<file path="src/rtl/mod_mul_pipe.sv">
// mod_mul_pipe: 3-stage Barrett modular multiplier for the Kyber modulus.
// S1 pre-reduces the operands and multiplies them, S2 estimates the quotient,
// S3 subtracts and applies the final correction. The whole pipe advances on
// a single global enable, so entries never reorder and a stall freezes them all.
module mod_mul_pipe #(
    parameter int Q          = 3329,
    parameter int BARRETT_M  = 5039,
    parameter int BARRETT_SH = 24
) (
    input  logic        clk,
    input  logic        rst,
    input  logic        in_valid,
    output logic        in_ready,
    input  logic [11:0] a,
    input  logic [11:0] b,
    input  logic [1:0]  tag,
    output logic        out_valid,
    input  logic        out_ready,
    output logic [11:0] res,
    output logic [1:0]  tag_out,
    output logic        busy
);

    // Stage registers (data regs carry no reset; the valid bits gate everything)
    logic        r_v1, r_v2, r_ov;
    logic [23:0] r_p1, r_p2;
    logic [12:0] r_qe;
    logic [1:0]  r_t1, r_t2, r_tag_out;
    logic [11:0] r_res;

    logic        w_adv, w_in_xfer;
    logic [11:0] w_ar, w_br;
    logic [12:0] w_r;
    logic [11:0] w_res;

    // Global advance: the output slot is empty or is being consumed
    assign w_adv     = !r_ov || out_ready;
    assign in_ready  = w_adv && !rst;
    assign w_in_xfer = in_valid && in_ready;

    // Operands may be up to 4095, i.e. at most one Q above the residue range
    assign w_ar = (a >= 12'(Q)) ? a - 12'(Q) : a;
    assign w_br = (b >= 12'(Q)) ? b - 12'(Q) : b;

    // Barrett remainder lands in 0..2Q-1, so a single conditional subtract suffices
    assign w_r   = 13'(25'(r_p2) - 25'(r_qe) * 25'(Q));
    assign w_res = (w_r >= 13'(Q)) ? 12'(w_r - 13'(Q)) : w_r[11:0];

    // Valid bits and output registers: cleared by reset, shifted on advance
    always_ff @(posedge clk) begin
        if (rst) begin
            r_v1      <= 1'b0;
            r_v2      <= 1'b0;
            r_ov      <= 1'b0;
            r_res     <= '0;
            r_tag_out <= '0;
        end else if (w_adv) begin
            r_v1      <= w_in_xfer;
            r_v2      <= r_v1;
            r_ov      <= r_v2;
            r_res     <= w_res;
            r_tag_out <= r_t2;
        end
    end

    // Data path registers: no reset, hold whenever the pipe is stalled
    always_ff @(posedge clk) begin
        if (w_adv) begin
            r_p1 <= 24'(w_ar) * 24'(w_br);
            r_t1 <= tag;
            r_p2 <= r_p1;
            // full 37-bit product before the shift so the estimate is never low by more than one
            r_qe <= 13'((37'(r_p1) * 37'(BARRETT_M)) >> BARRETT_SH);
            r_t2 <= r_t1;
        end
    end

    assign out_valid = r_ov;
    assign res       = r_res;
    assign tag_out   = r_tag_out;
    assign busy      = r_v1 || r_v2 || r_ov;

endmodule

</file>
<file path="config.mk">
export PLATFORM = sky130hd
export DESIGN_NAME = mod_mul_pipe
export DESIGN_NICKNAME = d
export VERILOG_FILES = /design/src/rtl/mod_mul_pipe.sv
export SDC_FILE = /design/constraint.sdc
export NUM_CORES = 1
export LEC_CHECK = 0
export ABC_CLOCK_PERIOD_IN_PS = 15900
export CAP_MARGIN = 25
export CORE_MARGIN = 5
export CORE_UTILIZATION = 55
export CTS_BUF_LIST = sky130_fd_sc_hd__clkbuf_8
export DETAILED_ROUTE_END_ITERATION = 7
export PLACE_DENSITY = 0.82
export SLEW_MARGIN = 20
export SYNTH_ARGS = -nofsm -noshare
export SYNTH_HDL_FRONTEND = slang
export SYNTH_SLANG_ARGS = --single-unit
</file>
<file path="constraint.sdc">
create_clock -name clk -period 15.9 [get_ports clk]
set_input_delay 3.18 -clock clk [delete_from_list [all_inputs] [get_ports clk]]
set_output_delay 3.18 -clock clk [all_outputs]
set_load 0.01 [all_outputs]
</file>
# [Word level (Yosys, flattened, before mapping)]
# Index checks and enable logic that the tools add are counted.
[op_classes] addsub=4 n_mul=3 magnitude_cmp=3 n_mux=3 reduce_logical=7
[op_table] op="multiplier 24 x 13 -> 37 bit (second input constant)" n=1
[op_table] op="2-to-1 mux 12 bit" n=3
[op_table] op="subtractor 12 bit (second input constant)" n=3
[op_table] op="greater-or-equal comparator 12 bit (second input constant)" n=2
[op_table] op="multiplier 12 x 12 -> 24 bit" n=1
[op_table] op="greater-or-equal comparator 13 x 12 -> 1 bit (second input constant)" n=1
[op_table] op="multiplier 13 x 12 -> 13 bit (second input constant)" n=1
[op_table] op="subtractor 13 bit" n=1
[op_table] op="logical OR 1 bit" n=3
[op_table] op="logical AND 1 bit" n=2
[op_table] op="logical NOT 1 bit" n=2
[totals] register_bits=71 input_bits=30 wordCells=30 output_inout_bits=17

# [Longest topological paths before layout]
# Gate-level depths: netlist (run 1).
[logic_depth] ltp_word=4 mapped_depth=29 mapped_depth_nobuf=28

# [Worst setup path after synthesis (run 1)]
# No wires, ideal clock.
[synth_path] path_kind="input -> register" start="in b[3]" end="reg r_p1[23] (data pin)" setup_ps=135 cell_stages=24 required_ps=15765 path_buffers=1 t_arrival_ps=9352 setup_slack_ps=6413 path_cell_list="or3_1 > or4_4 > o21ai_2 > a21bo_2 > nor3_1 > xor2_1 > clkbuf_1 > nand2_1 > fa_1 > fa_1 > inv_1 > fa_1 > fa_1 > inv_1 > fa_1 > inv_1 > ha_1 > and2_1 > a31oi_1 > o211ai_1 > a31oi_1 > o21ai_0 > or4_1 > nand3_1"
[synth_between] elab_chain_cells=3 word_cells_on_any_way=4 classes_between="1 x add/sub; 1 x mul; 1 x order compare; 1 x mux"
[synth_rtl] element="start: declaration" line_no="15" text="input logic [11:0] b,"
[synth_rtl] element="subtractor 12 bit / greater-or-equal comparator 12 bit (equally long branches)" line_no="43" text="assign w_br = (b >= 12'(Q)) ? b - 12'(Q) : b;"
[synth_rtl] element="2-to-1 mux 12 bit *" line_no="43"
[synth_rtl] element="multiplier 12 x 12 -> 24 bit *" line_no="69" text="r_p1 <= 24'(w_ar) * 24'(w_br);"
[synth_rtl] element="end signal: assignment" line_no="69"
[synth_rtl] element="end: declaration" line_no="26" text="logic [23:0] r_p1, r_p2;"
# Every way passes the cells marked *; elsewhere a longest branch is shown, timed or not.
# A chain may end at the register's enable or synchronous reset.

# [Final worst setup path (run 1)]
[layout_path] start="in a[0]" end="reg r_p1[21] (data pin)"
[layout_between] elab_chain_cells=3 word_cells_on_any_way=4 classes_between="1 x add/sub; 1 x mul; 1 x order compare; 1 x mux"
[layout_rtl] element="start: declaration" line_no="14" text="input logic [11:0] a,"
[layout_rtl] element="subtractor 12 bit / greater-or-equal comparator 12 bit (equally long branches)" line_no="42" text="assign w_ar = (a >= 12'(Q)) ? a - 12'(Q) : a;"
[layout_rtl] element="2-to-1 mux 12 bit *" line_no="42"
[layout_rtl] element="multiplier 12 x 12 -> 24 bit *" line_no="69"
# Marked as above.

==> qor.txt, run 1 <==
WL final - 29720 µm
post-route ant nets - 0
Die Y - 172.2 µm
core area - 0.02598 mm²
CP startpoint kind - primary input
Critical Path Fanout Max - 11
final setup violating endpoints - 0
register area share after synthesis - 13.56%
Chip Width - 172.2 µm
setup TNS - 0 ns
Pre-Repair DR Iteration Count - 7
first-pass GRT wire length - 51780 µm
Vias - 10360
hold_buf cts - 0
simple-gate area share of the yosys netlist - 11.95%
CP endpoint kind - flop
post-synthesis mux area share - 0.2941%
Ports - 47
Global Route Usage Sum - 21.60%
CTS buffer count - 9
Buffers on Ports - 46
# rows - 59
crit path max-delay cell type - a21oi_1
kind of critical path - in -> reg
buffer count from post-CTS setup fixing - 0
Ant. Diodes - 0
ratio of cells with drive above 1 in the final layout - 3.123%
Final GP Congestion - 0.8918
FF-to-FF Start - r_p1[7]
Yosys reg bits - 71
CTS sink count - 71
vias in the first global route - 11220
Die Area - 0.02964 mm²
HP Class - reg -> reg
Final Hold Fails - 0
skew final - 0.01864 ns
Ys Warns - 0
clock buffer depth - 2
DR iter-0 viols - 551
Final period util - 66.70%
Yosys cell types - 86
worst-margin pin slew - 1.060 ns
unrepaired setup endpoints after global routing - no
hold_sp - r_t1[0]
via/cell ratio - 5.534
synthesis-to-finish area growth - 6.877%
antenna violations before repair - 0
max incr delay on CP - 0.67 ns
Syn Inst Count - 1494
Final #Nets - 2019
Reg clk slew, reported paths - 0.09 ns
DP Wirelength - 25420 µm
Root Driver - clkbuf_8
starting density of the core - 55.66%
Clock Latency Late Sink - 0.38 ns
Fmax - 94.29 MHz
adder-cell share of the synthesized area - 51.63%
largest family of logic cells by synthesized area - adder cells
GRT Residual Overflow - 0
status - completed
Synth Flop Type - edfxtp_1
post-layout minimum cycle time - 10.61 ns
Max-slew headroom - 28.83%
Synth Area in Compound Gates - 8.045%
Req. time, crit path - 16.05 ns
synthesized area - 0.01446 mm²
Post-Synth XOR/XNOR Area - 4.749%
largest net degree at the start of global routing - 39
Max Cap Viol - 0
Remaining DRCs - 0
number of synthesized flops with an enable pin - 54
Routed WL per cell - 15.88 µm
cell mode on critical path - fa_1
Max Slew Vio Count - 0
Resized Gates After CTS - 0
syn nets - 1981
Syn Area/Cell - 9.681 µm²
Post-synth ARST share - 0%
crit path launch - a[0]
CTS tree - built
H-Tree Depth - 3
worst endpoint data arrival time - 10.75 ns
==> final cells by class <==
type	count	area (µm²)
Multi-Input combinational cell	1053	11100
Fill cell	2117	10530
Sequential cell	71	1962
Inverter	348	1306
Timing Repair Buffer	49	480.5
Tap cell	335	419.2
Clock buffer	9	123.9
Clock inverter	7	71.32
==> cell usage after synthesis (13+ instances only) <==
master	n	area, µm²
inv_1	348	1306
fa_1	233	4664
ha_1	224	2803
nand2_1	131	491.7
nor2_1	86	322.8
edfxtp_1	54	1622
xnor2_1	48	420.4
a21oi_1	30	150.1
nor3_1	24	120.1
and2_1	23	143.9
o21ai_0	23	115.1
xor2_1	23	201.4
nand3_1	22	110.1
dfxtp_1	17	340.3
a21o_1	14	105.1
clkbuf_1	13	48.80
==> final timing paths <==
path                            endpoint  slack [ns]  depth (start not counted)
worst max-delay path            r_p1[21]        5.29                         26
worst min-delay path             r_t2[0]        0.43                          0
worst max register to register   r_qe[4]       10.17                         15
worst min register to register   r_t2[0]        0.43                          0
==> layout by cell type, fill, tap and decap left out, types with 5 or more instances in the layout <==
master	synthesis	final
xnor2_1	48	47
o21ai_1	7	7
nand4_1	6	6
fa_1	233	233
nor4_1	11	11
nor2b_1	8	8
clkbuf_8	0	9
or3_1	6	6
nor3_1	24	24
nand3_1	22	22
a31oi_1	10	10
nand2_1	131	131
o21a_1	11	11
and2_1	23	23
a21o_1	14	14
ha_1	224	224
xor2_1	23	23
o21ai_0	23	23
a311oi_1	5	5
o21bai_1	5	5
dfxtp_1	17	17
and3_1	5	5
edfxtp_1	54	54
a21oi_1	30	30
clkdlybuf4s50_1	0	46
o211ai_1	10	10
inv_1	348	347
a211oi_1	5	5
nor2_1	86	86
==> through the flow <==
stage | setup WS, ns | cells | area [µm²] | hold WS, ns | utilization (%)
after global routing | 4.763 | 1872 | 15460 | 0.4395 | 59.49
after CTS | 5.314 | 1871 | 15450 | 0.4336 | 59.44
after global placement | 5.108 | 1855 | 15250 | 0.4068 | 58.69
after floorplan | 6.413 | 1494 | 14460 | 0.4003 | -
after detailed placement | 4.902 | 1855 | 15250 | 0.4077 | 58.69
final | 5.295 | 1872 | 15460 | 0.4307 | 59.49
==> routing by layer <==
layer / GRT usage [%] / vias up / share of wire [%]
met5: 0 / - / 0
met4: 6.699 / 0 / 2.3
met3: 3.567 / 68 / 5.2
met2: 39.42 / 289 / 53
met1: 26.16 / 5126 / 39
li1: - / 4877 / -
==> cells by family after synthesis <==
kind of cell / after synthesis
adder cells (fa/ha/maj): 457
XOR/XNOR: 75
flip-flops: 71
multiplexers: 4
buffers and inverters: 370
AO/OA/AOI/OAI: 162
AND/OR/NAND/NOR: 355
==> critical path: cells and delay by family <==
kind,cells,cell delay [ns]
adder cells (fa/ha/maj),7,3.09
AO/OA/AOI/OAI,7,2.14
AND/OR/NAND/NOR,6,0.91
buffers and inverters,5,0.78
XOR/XNOR,1,0.65
==> registers in the layout, indices dropped and copies added (netlist names) <==
signal,flops
out_valid,1
r_p1,24
r_p2,13
r_qe,13
r_t1,2
r_t2,2
r_v1,1
r_v2,1
res,12
tag_out,2
Power of run 1 is left out: the tool's default activity adds up to more than one toggle a clock period on the data nets, which glitch-free logic cannot reach.
==> inputs of run 2 (changes only) <==
- ABC_CLOCK_PERIOD_IN_PS: 15900 -> 8600
- PLACE_DENSITY: 0.82 -> 0.85
- clock period: 15.9 -> 8.6 ns (I/O delays scaled with it)
==> run 2 against run 1 <==
Highest routed layer unchanged. Die area is the same. Sequential share of layout area shrank 0.33 points. Clock-buffer cell count grew 1. Register-to-register slack lost 7.3 ns. Routed wire length grew 1.2%. Global-route usage grew 0.31 points. Hold slack lost 0.021 ns. Core utilization grew 1.6 points. First-iteration DRC count grew 0.36%. Clock skew grew 0.0038 ns. Critical endpoint is now r_p1[23].
==> qor.txt, run 2 (same netlist as run 1, synthesis figures left out) <==
Fmax - 121.4 MHz
HP Class - reg -> reg
Critical Path Fanout Max - 5 (-6)
first-pass GRT wire length - 52980 µm (+2.3%)
Ant. Diodes - 0 (unchanged)
Final Worst Setup Slack - 0.3636 ns (-4.931 ns)
commonest cells after routing, fill and taps aside - inv_1, fa_1, ha_1, nand2_1, nor2_1
Max-slew headroom - 49.53% (+21 points)
worst endpoint data arrival time - 8.49 ns (-2.26 ns)
Largest Register - r_p1
Chip Width - 172.2 µm (unchanged)
Pre-Repair DR Iteration Count - 6 (-1)
most common cell after layout, fill and taps aside - inv_1
largest net degree at the start of global routing - 59 (+51%)
ratio of cells with drive above 1 in the final layout - 6.658% (+3.5 points)
Reg clk slew, reported paths - 0.09 ns (about the same)
DP Wirelength - 25880 µm (+1.8%)
status - completed
Remaining DRCs - 0 (unchanged)
Final period util - 95.77%
Global Route Usage Sum - 21.91% (+0.31 points)
Routed WL per cell - 15.61 µm (-1.7%)
Ports - 47 (unchanged)
Die Y - 172.2 µm (unchanged)
WL final - 30080 µm (+1.2%)
antenna violations before repair - 0 (unchanged)
hold_buf cts - 0 (unchanged)
synthesis-to-finish area growth - 9.715%
biggest regs - r_p1: 24 flops, r_p2: 13 flops, r_qe: 13 flops
H-Tree Depth - 3 (unchanged)
Vias - 10550 (+1.8%)
Max Slew Vio Count - 0 (unchanged)
buffer count from post-CTS setup fixing - 0 (unchanged)
CTS tree - built
# rows - 59 (unchanged)
post-route ant nets - 0 (unchanged)
Final Hold Fails - 0 (unchanged)
CTS sink count - 71 (unchanged)
max reg flops - 24 (unchanged)
clock buffer depth - 2 (unchanged)
vias in the first global route - 11460 (+2.2%)
core area - 0.02598 mm² (unchanged)
Clock Latency Late Sink - 0.39 ns (about the same)
CTS buffer count - 9 (unchanged)
Root Driver - clkbuf_8
starting density of the core - 55.66% (unchanged)
Die Area - 0.02964 mm² (unchanged)
kind of critical path - in -> reg
via/cell ratio - 5.475 (-1.1%)
Fin Hold WS - 0.4100 ns (-0.02065 ns)
Final GP Congestion - 0.9403 (+5.4%)
worst slack, placed - -0.2819 ns (-5.184 ns)
DR iter-0 viols - 553 (+0.36%)
Req. time, crit path - 8.85 ns (-7.20 ns)
skew final - 0.02247 ns (+0.003834 ns)
GRT Residual Overflow - 0 (unchanged)
CP startpoint kind - primary input
final setup violating endpoints - 0 (unchanged)
Resized Gates After CTS - 0 (unchanged)
Max Cap Viol - 0 (unchanged)
Non-Filler Instances - 1927 (+2.9%)
placed insts - 1911 (+3.0%)
worst-margin pin slew - 0.7520 ns (-0.3079 ns)
Buffers on Ports - 46 (unchanged)
post-layout minimum cycle time - 8.236 ns
CP endpoint kind - flop
Final #Nets - 2074 (+2.7%)
run 2: area by class of cell:
| class | instances | area [µm²] |
|---|---|---|
| timing repair buffer | 104 | 895.9 |
| inverter | 348 | 1306 |
| fill | 2052 | 10120 |
| sequential | 71 | 1962 |
| tap | 335 | 419.2 |
| clock inverter | 6 | 42.54 |
| clock buffer | 10 | 137.6 |
| multi-input combinational | 1053 | 11110 |
run 2: layer usage:
metal / vias to the layer above / routed length [µm] / global-route usage [%]
met5: - / 0 / 0
met4: 0 / 1025 / 8.237
met3: 90 / 1318 / 2.629
met2: 305 / 15630 / 40.31
met1: 5161 / 12110 / 26.27
li1: 4994 / - / -
run 2: final timing paths:
check	startpoint	end	slack [ns]	cells past startpoint
min reg2reg	r_t1[1]	r_t2[1]	0.41	0
max reg2reg	r_p1[22]	r_qe[4]	2.85	15
min	r_t1[1]	r_t2[1]	0.41	0
max	b[3]	r_p1[23]	0.36	25
run 2: stage by stage:
stage	setup TNS (ns)	utilization [%]	cell area, µm²
floorplan	0	-	14460
global placement	-0.1211	60.31	15670
detailed placement	-0.6471	60.31	15670
CTS	0	61.00	15850
global route	-0.002051	61.07	15870
finish	0	61.07	15870
run 2: worst max-delay path, cell delays in order:
cell	delay [ns]
clkdlybuf4s50_1	0.41
or3_1	0.41
or4_4	0.51
o21ai_2	0.16
a21bo_2	0.16
buf_4	0.13
nor3_1	0.07
xnor2_1	0.36
nor2_1	0.13
fa_1	0.54
inv_1	0.05
fa_1	0.54
inv_1	0.05
fa_1	0.45
fa_1	0.49
inv_1	0.05
fa_1	0.47
inv_1	0.04
ha_1	0.34
a31oi_1	0.23
o211ai_1	0.17
a31oi_2	0.26
o21ai_2	0.11
or4_1	0.53
nand3_1	0.10
Power of run 2 is left out for the same reason.
==> inputs of run 3 (changes only) <==
- GPL_TIMING_DRIVEN: unset -> 0
- SKIP_LAST_GASP: unset -> 1
- SLEW_MARGIN: 20 -> 10
==> run 3 against run 2 <==
Routed wire length up 5.1%. Critical path depth up 1. Critical endpoint is now r_p1[21]. Critical path type unchanged. Register-to-register slack about the same. Clock-buffer cell count unchanged. Largest cell class unchanged. Design area up 1.4%.
==> qor.txt, run 3 (same netlist as run 1, synthesis figures left out) <==
biggest regs - r_p1: 24 flops, r_p2: 13 flops, r_qe: 13 flops
core area - 0.02598 mm² (unchanged)
Largest Register - r_p1
Clock Latency Late Sink - 0.39 ns (about the same)
via/cell ratio - 5.582 (+2.0%)
Die Y - 172.2 µm (unchanged)
Max Cap Viol - 0 (unchanged)
GRT Residual Overflow - 0 (unchanged)
Final Hold Fails - 0 (unchanged)
clock buffer depth - 2 (unchanged)
DP Wirelength - 25610 µm (-1.1%)
hold_buf cts - 0 (unchanged)
Critical Path Fanout Max - 6 (+1)
Final #Nets - 2063 (-0.53%)
HP Class - reg -> reg
commonest cells after routing, fill and taps aside - inv_1, fa_1, ha_1, nand2_1, nor2_1
Chip Width - 172.2 µm (unchanged)
ratio of cells with drive above 1 in the final layout - 7.021% (+0.36 points)
synthesis-to-finish area growth - 11.30%
CP endpoint kind - flop
Vias - 10700 (+1.4%)
final setup violating endpoints - 0 (unchanged)
Buffers on Ports - 45 (-2.2%)
Fin Hold WS - 0.4184 ns (+0.008443 ns)
starting density of the core - 55.66% (unchanged)
post-route ant nets - 0 (unchanged)
H-Tree Depth - 3 (unchanged)
worst endpoint data arrival time - 8.58 ns (+0.09 ns)
Final GP Congestion - 0.9484 (+0.86%)
Final Worst Setup Slack - 0.1594 ns (-0.2042 ns)
DR iter-0 viols - 605 (+9.4%)
Fmax - 118.5 MHz (-2.4%)
Pre-Repair DR Iteration Count - 5 (-1)
Max Slew Vio Count - 0 (unchanged)
worst slack, placed - -0.9312 ns (-0.6492 ns)
Req. time, crit path - 8.74 ns (-0.11 ns)
CTS buffer count - 9 (unchanged)
Ant. Diodes - 0 (unchanged)
antenna violations before repair - 0 (unchanged)
Die Area - 0.02964 mm² (unchanged)
kind of critical path - in -> reg
worst-margin pin slew - 0.7151 ns (-0.03689 ns)
vias in the first global route - 11780 (+2.8%)
post-layout minimum cycle time - 8.441 ns (+0.2042 ns)
largest net degree at the start of global routing - 35 (-41%)
Ports - 47 (unchanged)
Global Route Usage Sum - 22.24% (+0.33 points)
CP startpoint kind - primary input
Root Driver - clkbuf_8
post-route design area - 0.01610 mm² (+1.4%)
Remaining DRCs - 0 (unchanged)
CTS sink count - 71 (unchanged)
skew final - 0.02103 ns (-0.001439 ns)
Routed WL per cell - 16.50 µm (+5.7%)
Final period util - 98.15% (+2.4 points)
status - completed
setup TNS - 0 ns (unchanged)
WL final - 31610 µm (+5.1%)
# rows - 59 (unchanged)
Max-slew headroom - 52.01% (+2.5 points)
max reg flops - 24 (unchanged)
CTS tree - built
Reg clk slew, reported paths - 0.09 ns (about the same)
first-pass GRT wire length - 53630 µm (+1.2%)
most common cell after layout, fill and taps aside - inv_1
placed cell areas - 0.01536 mm² (-2.0%)
==> run 3: cell count changes in the layout (fill, tap and decap cells not counted), sizes merged <==
cell / previous run / this run
buf: 58 / 37
clkbuf: 10 / 21
clkdlybuf4s50: 46 / 38
clkinv: 4 / 1
inv: 350 / 352
dlymetal6s2s: 0 / 7
bufinv: 0 / 1
==> run 3: path summary, 6_finish.rpt <==
check / slack, ns / to / cells past startpoint / from
worst min-delay path: 0.42 / r_t2[1] / 0 / r_t1[1]
worst max-delay path: 0.16 / r_p1[21] / 26 / b[0]
worst max register to register: 2.86 / r_qe[4] / 15 / r_p1[8]
worst min register to register: 0.42 / r_t2[1] / 0 / r_t1[1]
==> run 3: layer usage <==
layer | GRT usage, % | share of wire, % | vias up
met4 | 7.758 | 2.9 | 0
li1 | - | - | 4967
met5 | 0 | 0 | -
met3 | 3.612 | 4.9 | 81
met2 | 40.93 | 53 | 320
met1 | 26.29 | 39 | 5328
==> run 3: layout make-up <==
cell class              count  area [µm²]
inverters                 348        1306
repair buffers             71       675.6
well taps                 335       419.2
fillers                  1978        9887
multi-input cells        1053       11400
clock inverters             6       65.06
clock buffers              10       137.6
plain buffers              22       131.4
flip-flops and latches     71        1962
==> run 3: critical path, stage by stage <==
cell and delay (ns):
clkdlybuf4s50_1 0.51, inv_1 0.09, ha_1 0.21, nand2b_1 0.15, or4_4 0.18, o21ai_4 0.06
a21bo_4 0.25, nor3_1 0.50, xor2_2 0.38, nand2_1 0.14, fa_1 0.47, fa_1 0.49
fa_1 0.55, inv_1 0.05, fa_1 0.47, inv_1 0.05, fa_1 0.48, inv_1 0.07
ha_4 0.29, o21a_1 0.19, nand3_1 0.13, o211ai_1 0.31, a31oi_2 0.20, o21ai_4 0.25
nor4b_1 0.08, a211o_1 0.27
==> run 3: through the flow <==
step | utilization [%] | cells
after detailed placement | 59.10 | 1875
after CTS | 60.21 | 1893
after floorplan | - | 1494
final | 61.95 | 1916
after global routing | 61.95 | 1916
after global placement | 59.01 | 1874
==> run 3: what timing repair did <==
action,in CTS,in global routing
setup endpoints to repair,4,9
gates resized for setup,15,55
setup buffers,2,22
pin swaps,2,16
cloned,0,1
Power of run 3 is left out for the same reason.
==> patch 1 (flow settings as in run 3) <==
Make the reset (`rst`) asynchronous in one clocked block.
--- a/src/rtl/mod_mul_pipe.sv
+++ b/src/rtl/mod_mul_pipe.sv
@@ -47,7 +47,7 @@
     assign w_res = (w_r >= 13'(Q)) ? 12'(w_r - 13'(Q)) : w_r[11:0];
 
     // Valid bits and output registers: cleared by reset, shifted on advance
-    always_ff @(posedge clk) begin
+    always_ff @(posedge clk or posedge rst) begin
         if (rst) begin
             r_v1      <= 1'b0;
             r_v2      <= 1'b0;
Function: changed (Yosys sat finds a counterexample within 4 cycles, from zero or initial values and one cycle with rst high; the reset may be asserted at any time).
==> patch 1 against run 3 <==
  * Worst hold slack better by 0.017 ns
  * Synthesized area fell by 0.42%
  * Sequential cell count unchanged
  * Critical endpoint is now r_p1[23]
  * Critical path type unchanged
  * Cell area is 0.64% lower
  * Core utilization fell by 0.22 points
  * Setup slack improved by 0.038 ns
  * Critical path depth grew 4
  * Routed wire length shrank 3.6%
  * First-iteration DRC count grew 10%
Power is not shown: default switching activity piles up to over one toggle a cycle in this logic, so the estimate is an artifact.
==> patch 1: results (changes against run 3) <==
* Ys async rst share at 23.9% (was 0%)
* HPWL after DPL at 25.2 mm (was 25.6 mm)
* Initial antenna violation count at 0 (unchanged)
* Compound-gate portion of the synthesized area at 7.80% (was 8.04%)
* Status: finished, final reports clean (unchanged)
* H-tree depth at 3 (unchanged)
* Post-DR vias/cell at 5.60 (was 5.58)
* GPL Wtd Cong at 0.952 (was 0.948)
* Slew at the pin closest to its max-slew limit at 0.856 ns (was 0.715 ns)
* Layout cells sized above 1 at 7.01% (was 7.02%)
* First-pass GRT wire length at 51.8 mm (was 53.6 mm)
* Post-synthesis adder-cell area fraction at 51.8% (was 51.6%)
* Synth area leaders: fa_1 (32%), ha_1 (19%), edfxtp_1 (11%), inv_1 (9.0%), nand2_1 (3.2%) (was fa_1 (32%), ha_1 (19%), edfxtp_1 (11%), inv_1 (9.0%), nand2_1 (3.4%))
* Metal2 WL at 16.2 mm (was 16.8 mm)
* Total wire length at 30.5 mm (was 31.6 mm)
* Critical-path top delay cell: or4_4 (was fa_1)
* Xor and xnor area share after synthesis at 4.79% (was 4.75%)
* Synth cell types at 73 (was 86)
* Hold slack final at 0.435 ns (was 0.418 ns)
* Top layer in use: met4 (unchanged)
* Crit path max fanout at 7 (was 6)
* Reg-to-reg setup timing slack at 2.81 ns (was 2.86 ns)
* IO Port Bufs at 44 (was 45)
* WL met1 at 11.4 mm (was 12.3 mm)
* Post-synth net total at 1,968 (was 1,981)
* Arr. time, crit path at 8.61 ns (was 8.58 ns)
* Most instantiated cells after synthesis: inv_1 (346), fa_1 (233), ha_1 (224) (was inv_1 (348), fa_1 (233), ha_1 (224))
* Yosys warning total at 0 (unchanged)
* Cell chosen for the clock root: clkbuf_8 (unchanged)
* EDFF count, synth at 54 (unchanged)
* Register area share after synthesis at 14.2% (was 13.6%)
* Clock Tree Buf Depth at 2 (unchanged)
* GRT Resource Usage Total at 21.5% (was 22.2%)
* Pre-antenna DRT Iters at 5 (unchanged)
* Dpl cell area at 15,300 sq um (was 15,400 sq um)
* DR WL met3 at 1.46 mm (was 1.56 mm)
* Dpl ws at -1.24 ns (was -0.931 ns)
* Primary FF master, synth: edfxtp_1 (unchanged)
* Number of global-route vias before repair at 11.5k (was 11.8k)
* CTS buffer count at 9 (unchanged)
* Multiplexer share of the synthesized area at 0.208% (was 0.294%)
* Clk_lat worst skew at 0.38 ns
* Largest net degree at the start of global routing at 64 (was 35)
* Final Net Count at 2,051 (was 2,063)
* Hold/Removal Path Class: reg2reg (unchanged)
* Worst-path clk slew at 0.10 ns
* CP peak stage delay at 0.53 ns (was 0.55 ns)
* Worst setup margin at 0.197 ns (was 0.159 ns)
* Clock skew at 0.0213 ns (was 0.0210 ns)
* Iteration-0 DRC Markers at 668 (was 605)
## patch 1: area by class of cell
cell class / count / area, sq um
well taps: 335 / 419
multi-input cells: 1041 / 11200
repair buffers: 72 / 656
inverters: 347 / 1300
fillers: 1947 / 9920
flip-flops and latches: 71 / 2050
plain buffers: 22 / 149
clock inverters: 7 / 57.6
clock buffers: 9 / 124
## patch 1: final timing paths
check | from | cells after the start | to
worst max-delay path | b[1] | 30 | r_p1[23]
worst min-delay path | r_t1[0] | 0 | r_t2[0]
worst max register to register | r_p1[19] | 16 | r_qe[12]
worst min register to register | r_t1[0] | 0 | r_t2[0]
max in group asynchronous | rst | 2 | res[2]
min in group asynchronous | rst | 2 | out_valid
## patch 1: per-stage QoR
step                TNS, ns  cells
floorplan                 0   1481
global placement      -5.79   1860
CTS                       0   1898
detailed placement    -7.88   1860
global route         -0.219   1904
finish                    0   1904
## patch 1: timing repair
| item | in CTS | in global routing |
|---|---|---|
| gates resized for setup | 39 | 31 |
| setup endpoints to repair | 9 | 6 |
| pin swaps | 11 | 15 |
| setup buffers | 22 | 6 |
## patch 1: critical path, delay by kind of cell
kind / cells / cell delay, ns
buffers and inverters: 7 / 1.00
adder cells (fa/ha/maj): 7 / 2.92
XOR/XNOR: 2 / 0.43
AO/OA/AOI/OAI: 9 / 1.64
AND/OR/NAND/NOR: 5 / 0.88
## patch 1: logic make-up after synthesis
family                   after synthesis
AND/OR/NAND/NOR                      342
flip-flops                            71
XOR/XNOR                              77
multiplexers                           3
AO/OA/AOI/OAI                        162
adder cells (fa/ha/maj)              457
buffers and inverters                369
## patch 1: layer usage
layer	vias to the layer above	GRT usage, %
met3	123	3.03
met1	5237	24.8
met5	-	0
li1	4918	-
met2	377	40.1
met4	0	8.78
==> patch 2 (flow settings as in run 3) <==
Without the edit above. Set the parameter `BARRETT_M` to 2519 (it was 5039).
--- a/src/rtl/mod_mul_pipe.sv
+++ b/src/rtl/mod_mul_pipe.sv
@@ -4,7 +4,7 @@
 // a single global enable, so entries never reorder and a stall freezes them all.
 module mod_mul_pipe #(
     parameter int Q          = 3329,
-    parameter int BARRETT_M  = 5039,
+    parameter int BARRETT_M  = 2519,
     parameter int BARRETT_SH = 24
 ) (
     input  logic        clk,
Function: changed (a bounded check fails within 4 cycles, from zero or initial values and one cycle with rst high).
==> patch 2 against run 3 <==
  * Setup slack worse by 0.072 ns
  * Highest routed layer unchanged
  * Cell area is 6.7% lower
  * Core utilization hardly changed
  * Sequential cell count is 1 lower
  * Synthesized area is 6.5% lower
  * Routed wire length is 6.6% lower
  * Clock skew is 0.0075 ns lower
Power is not shown: default switching activity piles up to over one toggle a cycle in this logic, so the estimate is an artifact.
==> patch 2: results (changes against run 3) <==
* Number of global-route vias before repair at 10.9k (was 11.8k)
* Metal2 WL at 15.7 mm (was 16.8 mm)
* GPL Wtd Cong at 0.948 (about the same)
* First-pass GRT wire length at 50.1 mm (was 53.6 mm)
* Yosys top cell area share at 31.1% (was 32.2%)
* Arr. time, crit path at 8.64 ns (was 8.58 ns)
* Met3 Track Usage GR at 3.25% (was 3.61%)
* Layout cells sized above 1 at 7.48% (was 7.02%)
* Status: finished, final reports clean (unchanged)
* Post-DR vias/cell at 5.58 (about the same)
* GRT Resource Usage Total at 21.8% (was 22.2%)
* GR Util met1 at 23.9% (was 26.3%)
* Met2 GRT Util at 41.0% (was 40.9%)
* HPWL after DPL at 24.6 mm (was 25.6 mm)
* Synth area leader: fa_1 (unchanged)
* Register area share after synthesis at 14.3% (was 13.6%)
* Xor and xnor area share after synthesis at 5.27% (was 4.75%)
* Final Setup Violations at 0 (unchanged)
* Compound-gate portion of the synthesized area at 7.88% (was 8.04%)
* Total wire length at 29.5 mm (was 31.6 mm)
* Final Net Count at 1,921 (was 2,063)
* Iteration-0 DRC Markers at 479 (was 605)
* DR WL met3 at 1.68 mm (was 1.56 mm)
* Synth cell types at 81 (was 86)
* DR vias at 10.0k (was 10.7k)
* Dpl ws at -1.03 ns (was -0.931 ns)
* Largest regs: r_p1: 24 flops, r_p2: 13 flops (was r_p1: 24 flops, r_p2: 13 flops, r_qe: 13 flops)
* Multiplexer share of the synthesized area at 0.259% (was 0.294%)
* WL met1 at 10.7 mm (was 12.3 mm)
* Synth area leaders: fa_1 (31%), ha_1 (20%), edfxtp_1 (12%), inv_1 (8.7%), xnor2_1 (3.8%) (was fa_1 (32%), ha_1 (19%), edfxtp_1 (11%), inv_1 (9.0%), nand2_1 (3.4%))
* Most instantiated cells after synthesis: inv_1 (313), ha_1 (216), fa_1 (210) (was inv_1 (348), fa_1 (233), ha_1 (224))
* Post-synth net total at 1,847 (was 1,981)
* Core Util, Final at 61.9% (was 62.0%)
* Crit path max fanout at 10 (was 6)
* Clock skew at 0.0136 ns (was 0.0210 ns)
* Layout filler cell count at 1,858 (was 1,978)
* Worst rel slew slack at 43.8% (was 52.0%)
* Largest net degree at the start of global routing at 63 (was 35)
* Mean area per synthesized cell at 9.73 sq um (was 9.68 sq um)
* EDFF count, synth at 53 (was 54)
* Post-synthesis adder-cell area fraction at 51.1% (was 51.6%)
-- patch 2: cell types whose count changed in the layout (fill, tap and decap cells not counted), sizes merged, moves of 10 or more --
cell and delta:
nor2 -15, o21ai +11, fa -23, inv -37, xnor2 +11, nor3 -10
-- patch 2: worst paths after layout --
kind | from | endpoint | slack [ns] | depth (start not counted)
min | r_t1[1] | r_t2[1] | 0.43 | 0
max reg2reg | r_p1[11] | r_qe[11] | 2.95 | 14
max | a[4] | r_p1[23] | 0.09 | 28
min reg2reg | r_t1[1] | r_t2[1] | 0.43 | 0
-- patch 2: what timing repair did --
action / 4_1_cts / 5_1_grt
buffers inserted: 6 / 12
resized for setup: 19 / 55
cloned: 0 / 0
endpoints found under the setup margin: 9 / 9
pin swaps: 4 / 7
-- patch 2: layout make-up --
type                            instances  area share, %
Tap cell                              324           2.70
Inverter                              313           7.83
Buffer                                 24           1.12
Clock inverter                          6          0.617
Timing Repair Buffer                   63           3.98
Sequential cell                        70           12.9
Clock buffer                           10          0.917
Multi-Input combinational cell        984           70.0
